### config.mk
export PLATFORM = sky130hd
export DESIGN_NAME = blake2s_msg_buf_flat
export DESIGN_NICKNAME = d
export VERILOG_FILES = /design/src/rtl/blake2s_pkg.sv /design/src/rtl/blake2s_msg_buf_if.sv /design/src/rtl/msg_word_packer.sv /design/src/rtl/blake2s_msg_buf.sv /design/src/flat_wrapper.sv
export SDC_FILE = /design/constraint.sdc
export NUM_CORES = 2
export LEC_CHECK = 0
export CORE_ASPECT_RATIO = 0.7
export CORE_MARGIN = 3
export CORE_UTILIZATION = 40
export DETAILED_ROUTE_END_ITERATION = 8
export SLEW_MARGIN = 20
export SYNTH_ARGS = -nofsm -noshare
export SYNTH_HDL_FRONTEND = slang
export SYNTH_SLANG_ARGS = --single-unit
### constraint.sdc
create_clock -name clk -period 2.7 [get_ports clk]
set_input_delay 0.54 -clock clk [delete_from_list [all_inputs] [get_ports clk]]
set_output_delay 0.54 -clock clk [all_outputs]
set_load 0.02 [all_outputs]
### src/rtl/blake2s_pkg.sv
// Shared constants and state encodings for the BLAKE2s message block buffer.
package blake2s_pkg;

  localparam int unsigned BLOCK_BYTES = 64;
  localparam int unsigned WORD_W      = 32;
  localparam int unsigned NWORDS      = 16;
  localparam int unsigned T_W         = 64;
  localparam int unsigned IDX_W       = 6;
  localparam int unsigned BLOCK_W     = NWORDS * WORD_W;

  typedef enum logic {
    StFilling,
    StFull
  } fill_state_e;

  typedef enum logic {
    StEmpty,
    StValid
  } out_state_e;

endpackage

### src/rtl/blake2s_msg_buf_if.sv
// Byte-stream input and block-output signals of the BLAKE2s message buffer.
interface blake2s_msg_buf_if;
  import blake2s_pkg::*;

  logic                   data_v_i;
  logic [7:0]             data_i;
  logic [IDX_W-1:0]       data_idx_i;
  logic                   block_first_i;
  logic                   block_last_i;
  logic [5:0]             kk_i;
  logic [T_W-1:0]         ll_i;
  logic                   ready_o;
  logic                   blk_v_o;
  logic                   blk_ready_i;
  logic [BLOCK_W-1:0]     m_o;
  logic [T_W-1:0]         t_o;
  logic                   last_o;
  logic                   err_o;

  // Buffer side.
  modport slave (
    input  data_v_i, data_i, data_idx_i, block_first_i, block_last_i, kk_i, ll_i, blk_ready_i,
    output ready_o, blk_v_o, m_o, t_o, last_o, err_o
  );

  // Host / core side.
  modport master (
    output data_v_i, data_i, data_idx_i, block_first_i, block_last_i, kk_i, ll_i, blk_ready_i,
    input  ready_o, blk_v_o, m_o, t_o, last_o, err_o
  );

endinterface

### src/rtl/msg_word_packer.sv
// Byte-addressed register file read back as little-endian packed message words.
module msg_word_packer #(
  parameter int unsigned NumBytes = 64,
  parameter int unsigned WordW    = 32,
  parameter int unsigned IdxW     = $clog2(NumBytes)
) (
  input  logic                  clk,
  input  logic                  nreset,
  input  logic                  we_i,
  input  logic [IdxW-1:0]       idx_i,
  input  logic [7:0]            byte_i,
  output logic [NumBytes*8-1:0] data_o
);

  localparam int unsigned BytesPerWord = WordW / 8;
  localparam int unsigned NumWords     = NumBytes / BytesPerWord;

  logic [7:0] mem_q [NumBytes];
  logic [7:0] mem_d [NumBytes];

  always_comb begin
    mem_d = mem_q;
    if (we_i) begin
      mem_d[idx_i] = byte_i;
    end
  end

  always_ff @(posedge clk) begin
    if (!nreset) begin
      mem_q <= '{default: '0};
    end else begin
      mem_q <= mem_d;
    end
  end

  // Byte b of word w lands in bits [8*b+:8] of that word.
  always_comb begin
    data_o = '0;
    for (int w = 0; w < NumWords; w++) begin
      for (int b = 0; b < BytesPerWord; b++) begin
        data_o[w*WordW + 8*b +: 8] = mem_q[w*BytesPerWord + b];
      end
    end
  end

endmodule

### src/rtl/blake2s_msg_buf.sv
// Collects the host byte stream into 64-byte BLAKE2s blocks; a fill stage and an output
// stage let the next block stream in while the compression core holds the current one.
module blake2s_msg_buf #(
  parameter int unsigned BLOCK_BYTES = 64,
  parameter int unsigned WORD_W      = 32
) (
  input logic              clk,
  input logic              nreset,
  blake2s_msg_buf_if.slave bus
);
  import blake2s_pkg::T_W;
  import blake2s_pkg::fill_state_e;
  import blake2s_pkg::out_state_e;
  import blake2s_pkg::StFilling;
  import blake2s_pkg::StFull;
  import blake2s_pkg::StEmpty;
  import blake2s_pkg::StValid;

  localparam int unsigned    IdxW     = $clog2(BLOCK_BYTES);
  localparam int unsigned    BlockW   = BLOCK_BYTES * 8;
  localparam logic [IdxW-1:0] LastIdx = IdxW'(BLOCK_BYTES - 1);
  localparam logic [T_W-1:0] BlockInc = T_W'(BLOCK_BYTES);

  fill_state_e         fill_q, fill_d;
  out_state_e          out_q, out_d;
  logic [IdxW-1:0]     exp_q, exp_d;
  logic                last_fill_q, last_fill_d;
  logic [T_W-1:0]      t_acc_q, t_acc_d;
  logic                err_q, err_d;
  logic [BlockW-1:0]   m_q, m_d;
  logic [T_W-1:0]      t_q, t_d;
  logic                last_q, last_d;

  logic                byte_ok;
  logic                is_end;
  logic                fast_xfer;
  logic                slow_xfer;
  logic                xfer_last;
  logic [BlockW-1:0]   xfer_data;
  logic [T_W-1:0]      xfer_t;
  logic [BlockW-1:0]   fill_data;

  msg_word_packer #(
    .NumBytes (BLOCK_BYTES),
    .WordW    (WORD_W),
    .IdxW     (IdxW)
  ) u_packer (
    .clk    (clk),
    .nreset (nreset),
    .we_i   (byte_ok),
    .idx_i  (bus.data_idx_i),
    .byte_i (bus.data_i),
    .data_o (fill_data)
  );

  always_comb begin
    byte_ok   = bus.data_v_i && (fill_q == StFilling) && (bus.data_idx_i == exp_q);
    is_end    = (bus.data_idx_i == LastIdx);
    // Closing byte with an empty output stage bypasses FULL so the block shows up next cycle.
    fast_xfer = byte_ok && is_end && (out_q == StEmpty);
    slow_xfer = (fill_q == StFull) && ((out_q == StEmpty) || bus.blk_ready_i);

    xfer_last = fast_xfer ? bus.block_last_i : last_fill_q;
    // Byte 63 is the top byte of the packed block and is not yet in the register file.
    xfer_data = fast_xfer ? {bus.data_i, fill_data[BlockW-9:0]} : fill_data;
    xfer_t    = xfer_last ? (bus.ll_i + ((bus.kk_i != '0) ? BlockInc : '0))
                          : (t_acc_q + BlockInc);
  end

  always_comb begin
    fill_d      = fill_q;
    out_d       = out_q;
    exp_d       = exp_q;
    last_fill_d = last_fill_q;
    t_acc_d     = t_acc_q;
    err_d       = err_q;
    m_d         = m_q;
    t_d         = t_q;
    last_d      = last_q;

    if (bus.data_v_i && !byte_ok) begin
      err_d = 1'b1;
    end
    if (bus.data_v_i && bus.block_first_i && (bus.data_idx_i != '0)) begin
      err_d = 1'b1;
    end

    if (byte_ok) begin
      exp_d = exp_q + IdxW'(1);
      if (bus.block_first_i && (bus.data_idx_i == '0)) begin
        t_acc_d = '0;
      end
      if (is_end) begin
        exp_d = '0;
        if (!fast_xfer) begin
          fill_d      = StFull;
          last_fill_d = bus.block_last_i;
        end
      end
    end

    if (fast_xfer || slow_xfer) begin
      out_d  = StValid;
      m_d    = xfer_data;
      t_d    = xfer_t;
      last_d = xfer_last;
      if (!xfer_last) begin
        t_acc_d = t_acc_q + BlockInc;
      end
      if (slow_xfer) begin
        fill_d = StFilling;
        exp_d  = '0;
      end
    end else if ((out_q == StValid) && bus.blk_ready_i) begin
      out_d = StEmpty;
    end
  end

  always_ff @(posedge clk) begin
    if (!nreset) begin
      fill_q      <= StFilling;
      out_q       <= StEmpty;
      exp_q       <= '0;
      last_fill_q <= 1'b0;
      t_acc_q     <= '0;
      err_q       <= 1'b0;
      m_q         <= '0;
      t_q         <= '0;
      last_q      <= 1'b0;
    end else begin
      fill_q      <= fill_d;
      out_q       <= out_d;
      exp_q       <= exp_d;
      last_fill_q <= last_fill_d;
      t_acc_q     <= t_acc_d;
      err_q       <= err_d;
      m_q         <= m_d;
      t_q         <= t_d;
      last_q      <= last_d;
    end
  end

  assign bus.ready_o = (fill_q != StFull);
  assign bus.blk_v_o = (out_q == StValid);
  assign bus.m_o     = m_q;
  assign bus.t_o     = t_q;
  assign bus.last_o  = last_q;
  assign bus.err_o   = err_q;

endmodule

### src/flat_wrapper.sv
// flat-port wrapper written by rule: the top's interface ports become plain ports
module blake2s_msg_buf_flat import blake2s_pkg::T_W; import blake2s_pkg::fill_state_e; import blake2s_pkg::out_state_e; import blake2s_pkg::StFilling; import blake2s_pkg::StFull; import blake2s_pkg::StEmpty; import blake2s_pkg::StValid;
#(
  parameter int unsigned BLOCK_BYTES = 64,
  parameter int unsigned WORD_W      = 32
)
  (clk, nreset, bus_data_v_i, bus_data_i, bus_data_idx_i, bus_block_first_i, bus_block_last_i, bus_kk_i, bus_ll_i, bus_blk_ready_i, bus_ready_o, bus_blk_v_o, bus_m_o, bus_t_o, bus_last_o, bus_err_o);
  blake2s_msg_buf_if bus_i ();
  input logic clk;
  input logic nreset;
  input wire logic [$bits(bus_i.data_v_i)-1:0] bus_data_v_i;
  input wire logic [$bits(bus_i.data_i)-1:0] bus_data_i;
  input wire logic [$bits(bus_i.data_idx_i)-1:0] bus_data_idx_i;
  input wire logic [$bits(bus_i.block_first_i)-1:0] bus_block_first_i;
  input wire logic [$bits(bus_i.block_last_i)-1:0] bus_block_last_i;
  input wire logic [$bits(bus_i.kk_i)-1:0] bus_kk_i;
  input wire logic [$bits(bus_i.ll_i)-1:0] bus_ll_i;
  input wire logic [$bits(bus_i.blk_ready_i)-1:0] bus_blk_ready_i;
  output wire logic [$bits(bus_i.ready_o)-1:0] bus_ready_o;
  output wire logic [$bits(bus_i.blk_v_o)-1:0] bus_blk_v_o;
  output wire logic [$bits(bus_i.m_o)-1:0] bus_m_o;
  output wire logic [$bits(bus_i.t_o)-1:0] bus_t_o;
  output wire logic [$bits(bus_i.last_o)-1:0] bus_last_o;
  output wire logic [$bits(bus_i.err_o)-1:0] bus_err_o;
  assign bus_i.data_v_i = bus_data_v_i;
  assign bus_i.data_i = bus_data_i;
  assign bus_i.data_idx_i = bus_data_idx_i;
  assign bus_i.block_first_i = bus_block_first_i;
  assign bus_i.block_last_i = bus_block_last_i;
  assign bus_i.kk_i = bus_kk_i;
  assign bus_i.ll_i = bus_ll_i;
  assign bus_i.blk_ready_i = bus_blk_ready_i;
  assign bus_ready_o = bus_i.ready_o;
  assign bus_blk_v_o = bus_i.blk_v_o;
  assign bus_m_o = bus_i.m_o;
  assign bus_t_o = bus_i.t_o;
  assign bus_last_o = bus_i.last_o;
  assign bus_err_o = bus_i.err_o;
  blake2s_msg_buf #(.BLOCK_BYTES(BLOCK_BYTES), .WORD_W(WORD_W)) u_core (.clk(clk), .nreset(nreset), .bus(bus_i));
endmodule
==> qor_table.md <==
| Group | Result | This run |
| --- | --- | --- |
| outcome | Run status | finished, final reports clean |
| synth | Mapped Nets | 5382 |
| worst hold path | HP Class | in -> reg |
| sta | Setup repair after global routing missed its margin | no |
| clocking | Number of buffers inserted for hold repair after clock tree synthesis | 0 |
| synth | Share of cell area taken by muxes after synthesis | 5.857% |
| synth | Fraction of the mapped netlist area in simple logic gates | 22.32% |
| route | Detailed-route DRC error count | 0 |
| route | Total wirelength of the detailed-routed design | 152.1 mm |
| synth | Count of distinct cell types in the synthesized netlist | 70 |
| sta | Worst Tran Pin Value | 0.8691 ns |
| die | I/O pin count | 670 |
| sta | Final period demand of the worst path | 2.608 ns |
| finish | Layout cells sized above 1 | 10.68% |
| global route | Overflow after GRT | 0 |
| placed design | Placement Cell Area | 55140 µm² |
| setup path | Data arrival time of the critical path | 3.25 ns |
| finish | Area growth from synthesis to layout | 34.57% |
| flow run | Maximum Capacitance Violations | 0 |
| route | Mean routed wirelength per cell | 20.05 µm |
| synth | Mean post-synth cell area | 8.306 µm² |
| clocking | Source-to-sink clock delay at the later pin of the worst-skew pair | 0.71 ns |
| clocking | Buffer cell driving the clock tree root | sky130_fd_sc_hd__clkbuf_16 |
| sta | Worst slew margin relative to its limit | 41.84% |
| placed design | Half-perimeter wire length of the detailed placement result | 104.6 mm |
| setup path | Worst endpoint required time | 3.34 ns |
| synth | Syn Std Cell Area | 43920 µm² |
| global route | First-pass GRT wire length | 230.7 mm |
| route | Count of vias placed by the detailed router | 39760 |
| global route | Number of global-route vias before repair | 37840 |
| clocking | Total clock sinks | 1163 |
| clocking | Inserted Clock Buffers | 111 |
| synth | Count of flip-flops with a built-in enable after synthesis | 0 |
| sta | Max-slew violation count | 0 |
| synth | Register bit total from synthesis | 1163 |
| setup path | Element type at the critical path start | flop |
| setup path | CP endpoint kind | flop |
| finish | Fillcell total | 10010 |
| sta | Fin Setup TNS | 0 ns |
| synth | Ys async rst share | 0% |
| die | Starting density of the core | 40.41% |
| synth | Count of mapped cells out of synthesis | 5288 |
| clocking | Htree depth | 3 |
| placed design | Port buffer count | 669 |
| die | Die width | 402.1 µm |
| die | Die outline height | 283.2 µm |
| clocking | Max Root-Sink Buffers | 3 |
| sta | Worst Clk Skew | 0.04288 ns |
| finish | Post-layout instance area | 59100 µm² |
| global route | Antenna violations before repair | 6 |
| finish | Area of the multi-input gates | 18990 µm² |
| route | 1st-iter DRT viols | 3204 |
| sta | Maximum clock rate | 0.3834 GHz |
| power | Total power per unit cell area | 590.7 nW/µm² |
| sta | Post-route fraction of the period consumed by the critical path | 96.60% |
| power | IR drop worst, VDD | 0.5309 mV |
| die | Core region area | 108700 µm² |
| global route | Pin count of the biggest net entering global routing | 104 |
| synth | Adder-cell share of the synthesized area | 0.1140% |
| route | Routed via count divided by cell count | 5.243 |
| power | Overall power | 0.03491 W |
| synth | Dominant register cell in the synthesized netlist | sky130_fd_sc_hd__dfxtp_1 |
| power | Leak Pwr | 19.63 nW |
| synth | Sequential element share of the synthesized area | 53.01% |
| finish | Storage cell area | 23280 µm² |
| synth | Share of the synthesized area in compound gates (AO/OA/AOI/OAI) | 12.68% |
| die | Std cell rows | 101 |
| route | Detail Route Antenna Nets | 0 |
| placed design | Final weighted congestion in routability-driven placement | 0.9234 |
| clocking | Worst-path clk slew | 0.07 ns |
| global route | Global router's overall resource usage | 25.67% |
| route | Pre-Repair DR Iteration Count | 6 |
| clocking | CTS tree | built |
| setup path | Crit Path Max Fanout | 9 |
| synth | Largest family of logic cells by synthesized area | simple AND/OR/NAND/NOR gates |
| sta | Count of endpoints failing hold in the final timing report | 0 |
| sta | Final setup violating endpoints | 0 |
| synth | Yosys warning count | 0 |
| finish | Net total in the final layout | 6138 |
| setup path | Setup Crit Path Kind | reg -> reg |
| synth | Xor-xnor portion of the synthesized cell area | 2.074% |
| die | Die Footprint | 113900 µm² |
-- registers in the layout (all words and copies together), names as in the netlist --
| name | cells |
|---|---|
| u_core.exp_q | 6 |
| u_core.bus.t_o | 64 |
| u_core.bus.m_o | 512 |
| u_core.last_fill_q | 1 |
| u_core.t_acc_q | 64 |
| u_core.fill_q | 1 |
| u_core.bus.blk_v_o | 1 |
| u_core.bus.last_o | 1 |
| u_core.u_packer.data_o | 512 |
| u_core.bus.err_o | 1 |
-- stage by stage --
step / hold WS (ns) / util, % / cells / setup WS, ns
2_1_floorplan: 0.4286 / - / 5288 / 0.1693
3_3_place_gp: 0.4373 / 50.74 / 7373 / -0.6442
3_5_place_dp: 0.4420 / 50.74 / 7373 / -0.6872
4_1_cts: 0.2084 / 54.37 / 7583 / 0.03600
5_1_grt: 0.2504 / 54.38 / 7584 / 0.04910
6_report: 0.2797 / 54.38 / 7584 / 0.09170
-- power breakdown --
part           internal [W]  leakage [nW]  switching (W)
sequential           0.0172          9.36     0.00000132
combinational      0.000369          8.33       0.000777
clock               0.00956          1.94        0.00706
-- placed cells by master (no fill, tap or decap), types with 12 or more instances in the layout --
cell	count
sky130_fd_sc_hd__a311oi_1	12
sky130_fd_sc_hd__and2_1	24
sky130_fd_sc_hd__nand3_1	264
sky130_fd_sc_hd__a21oi_1	822
sky130_fd_sc_hd__xor2_1	25
sky130_fd_sc_hd__mux2i_1	257
sky130_fd_sc_hd__buf_4	280
sky130_fd_sc_hd__o21ai_1	24
sky130_fd_sc_hd__clkbuf_8	28
sky130_fd_sc_hd__buf_12	114
sky130_fd_sc_hd__nor2_2	16
sky130_fd_sc_hd__nor2_1	357
sky130_fd_sc_hd__nor4_1	17
sky130_fd_sc_hd__dfxtp_1	1163
sky130_fd_sc_hd__and4_1	12
sky130_fd_sc_hd__nor3_1	49
sky130_fd_sc_hd__o21ai_0	29
sky130_fd_sc_hd__clkinv_2	27
sky130_fd_sc_hd__o21a_1	22
sky130_fd_sc_hd__clkdlybuf4s50_1	660
sky130_fd_sc_hd__a222oi_1	28
sky130_fd_sc_hd__and3_1	24
sky130_fd_sc_hd__inv_1	18
sky130_fd_sc_hd__nand4_1	39
sky130_fd_sc_hd__clkbuf_16	113
sky130_fd_sc_hd__clkbuf_1	15
sky130_fd_sc_hd__nand2_1	1441
sky130_fd_sc_hd__xnor2_1	79
sky130_fd_sc_hd__nor2_4	16
-- routing by layer --
layer  vias up  global-route usage [%]  wire (µm)
met5         -                       0         70
met4        10                   8.075       4705
met3       243                   5.031      10160
met2      1210                   39.77      67250
met1     19030                   36.00      69900
li1      19270                       -          -
-- cell usage after synthesis, drive strengths merged, types with 10 or more instances --
| cell type | instances | area, µm² |
|---|---|---|
| a21oi | 827 | 4143 |
| a222oi | 28 | 280.3 |
| a311oi | 12 | 105.1 |
| and2 | 24 | 150.1 |
| and3 | 24 | 150.1 |
| and4 | 12 | 105.1 |
| buf | 132 | 609.3 |
| clkbuf | 280 | 1051 |
| dfxtp | 1163 | 23280 |
| inv | 18 | 67.56 |
| mux2i | 257 | 2572 |
| nand2 | 1442 | 5413 |
| nand3 | 265 | 1331 |
| nand4 | 42 | 281.5 |
| nor2 | 389 | 1620 |
| nor3 | 53 | 275.3 |
| nor4 | 22 | 182.7 |
| o211ai | 11 | 82.58 |
| o21a | 22 | 165.2 |
| o21ai | 53 | 265.3 |
| or3 | 10 | 62.56 |
| xnor2 | 79 | 691.9 |
| xor2 | 25 | 219.0 |
-- critical path, cell delays in order (launching register included) --
cell and delay (ns):
sky130_fd_sc_hd__dfxtp_1 0.35, sky130_fd_sc_hd__ha_2 0.24, sky130_fd_sc_hd__and4_1 0.29, sky130_fd_sc_hd__nand4_1 0.16
sky130_fd_sc_hd__or4_1 0.52, sky130_fd_sc_hd__buf_4 0.19, sky130_fd_sc_hd__or4_1 0.43, sky130_fd_sc_hd__a21oi_2 0.23
sky130_fd_sc_hd__a221o_1 0.13
-- worst paths after layout --
check,startpoint,end,slack [ns],cells past startpoint
worst max-delay path,u_core.t_acc_q[6]$_SDFF_PN0_,u_core.bus.t_o[56]$_SDFFE_PN0N_,0.09,8
worst min-delay path,nreset,u_core.t_acc_q[54]$_SDFF_PN0_,0.28,3
worst max register to register,u_core.t_acc_q[6]$_SDFF_PN0_,u_core.bus.t_o[56]$_SDFFE_PN0N_,0.09,8
worst min register to register,u_core.u_packer.data_o[127]$_SDFFE_PN0P_,u_core.bus.m_o[127]$_SDFFE_PN0N_,0.43,2
-- cells by family (layout without fill, tap and decap cells) --
kind of cell | count (synthesis) | count (layout)
multiplexers | 257 | 257
adder cells (fa/ha/maj) | 4 | 4
AO/OA/AOI/OAI | 1015 | 1015
AND/OR/NAND/NOR | 2314 | 2314
other | 0 | 1
buffers and inverters | 431 | 1284
flip-flops | 1163 | 1163
XOR/XNOR | 104 | 104
-- layout make-up --
class | count | area share [%]
multi-input combinational | 3694 | 32.14
timing repair buffer | 1055 | 18.60
clock buffer | 156 | 5.532
sequential | 1163 | 39.39
clock inverter | 54 | 1.145
inverter | 19 | 0.1334
tap | 1442 | 3.053
antenna | 1 | 0.004234
-- what timing repair did --
| action | in CTS | in global routing |
|---|---|---|
| setup buffers | 0 | 0 |
| resized for setup | 0 | 3 |
| endpoints found under the setup margin | 0 | 3 |
Note: power is estimated with default switching activity, not from simulation.
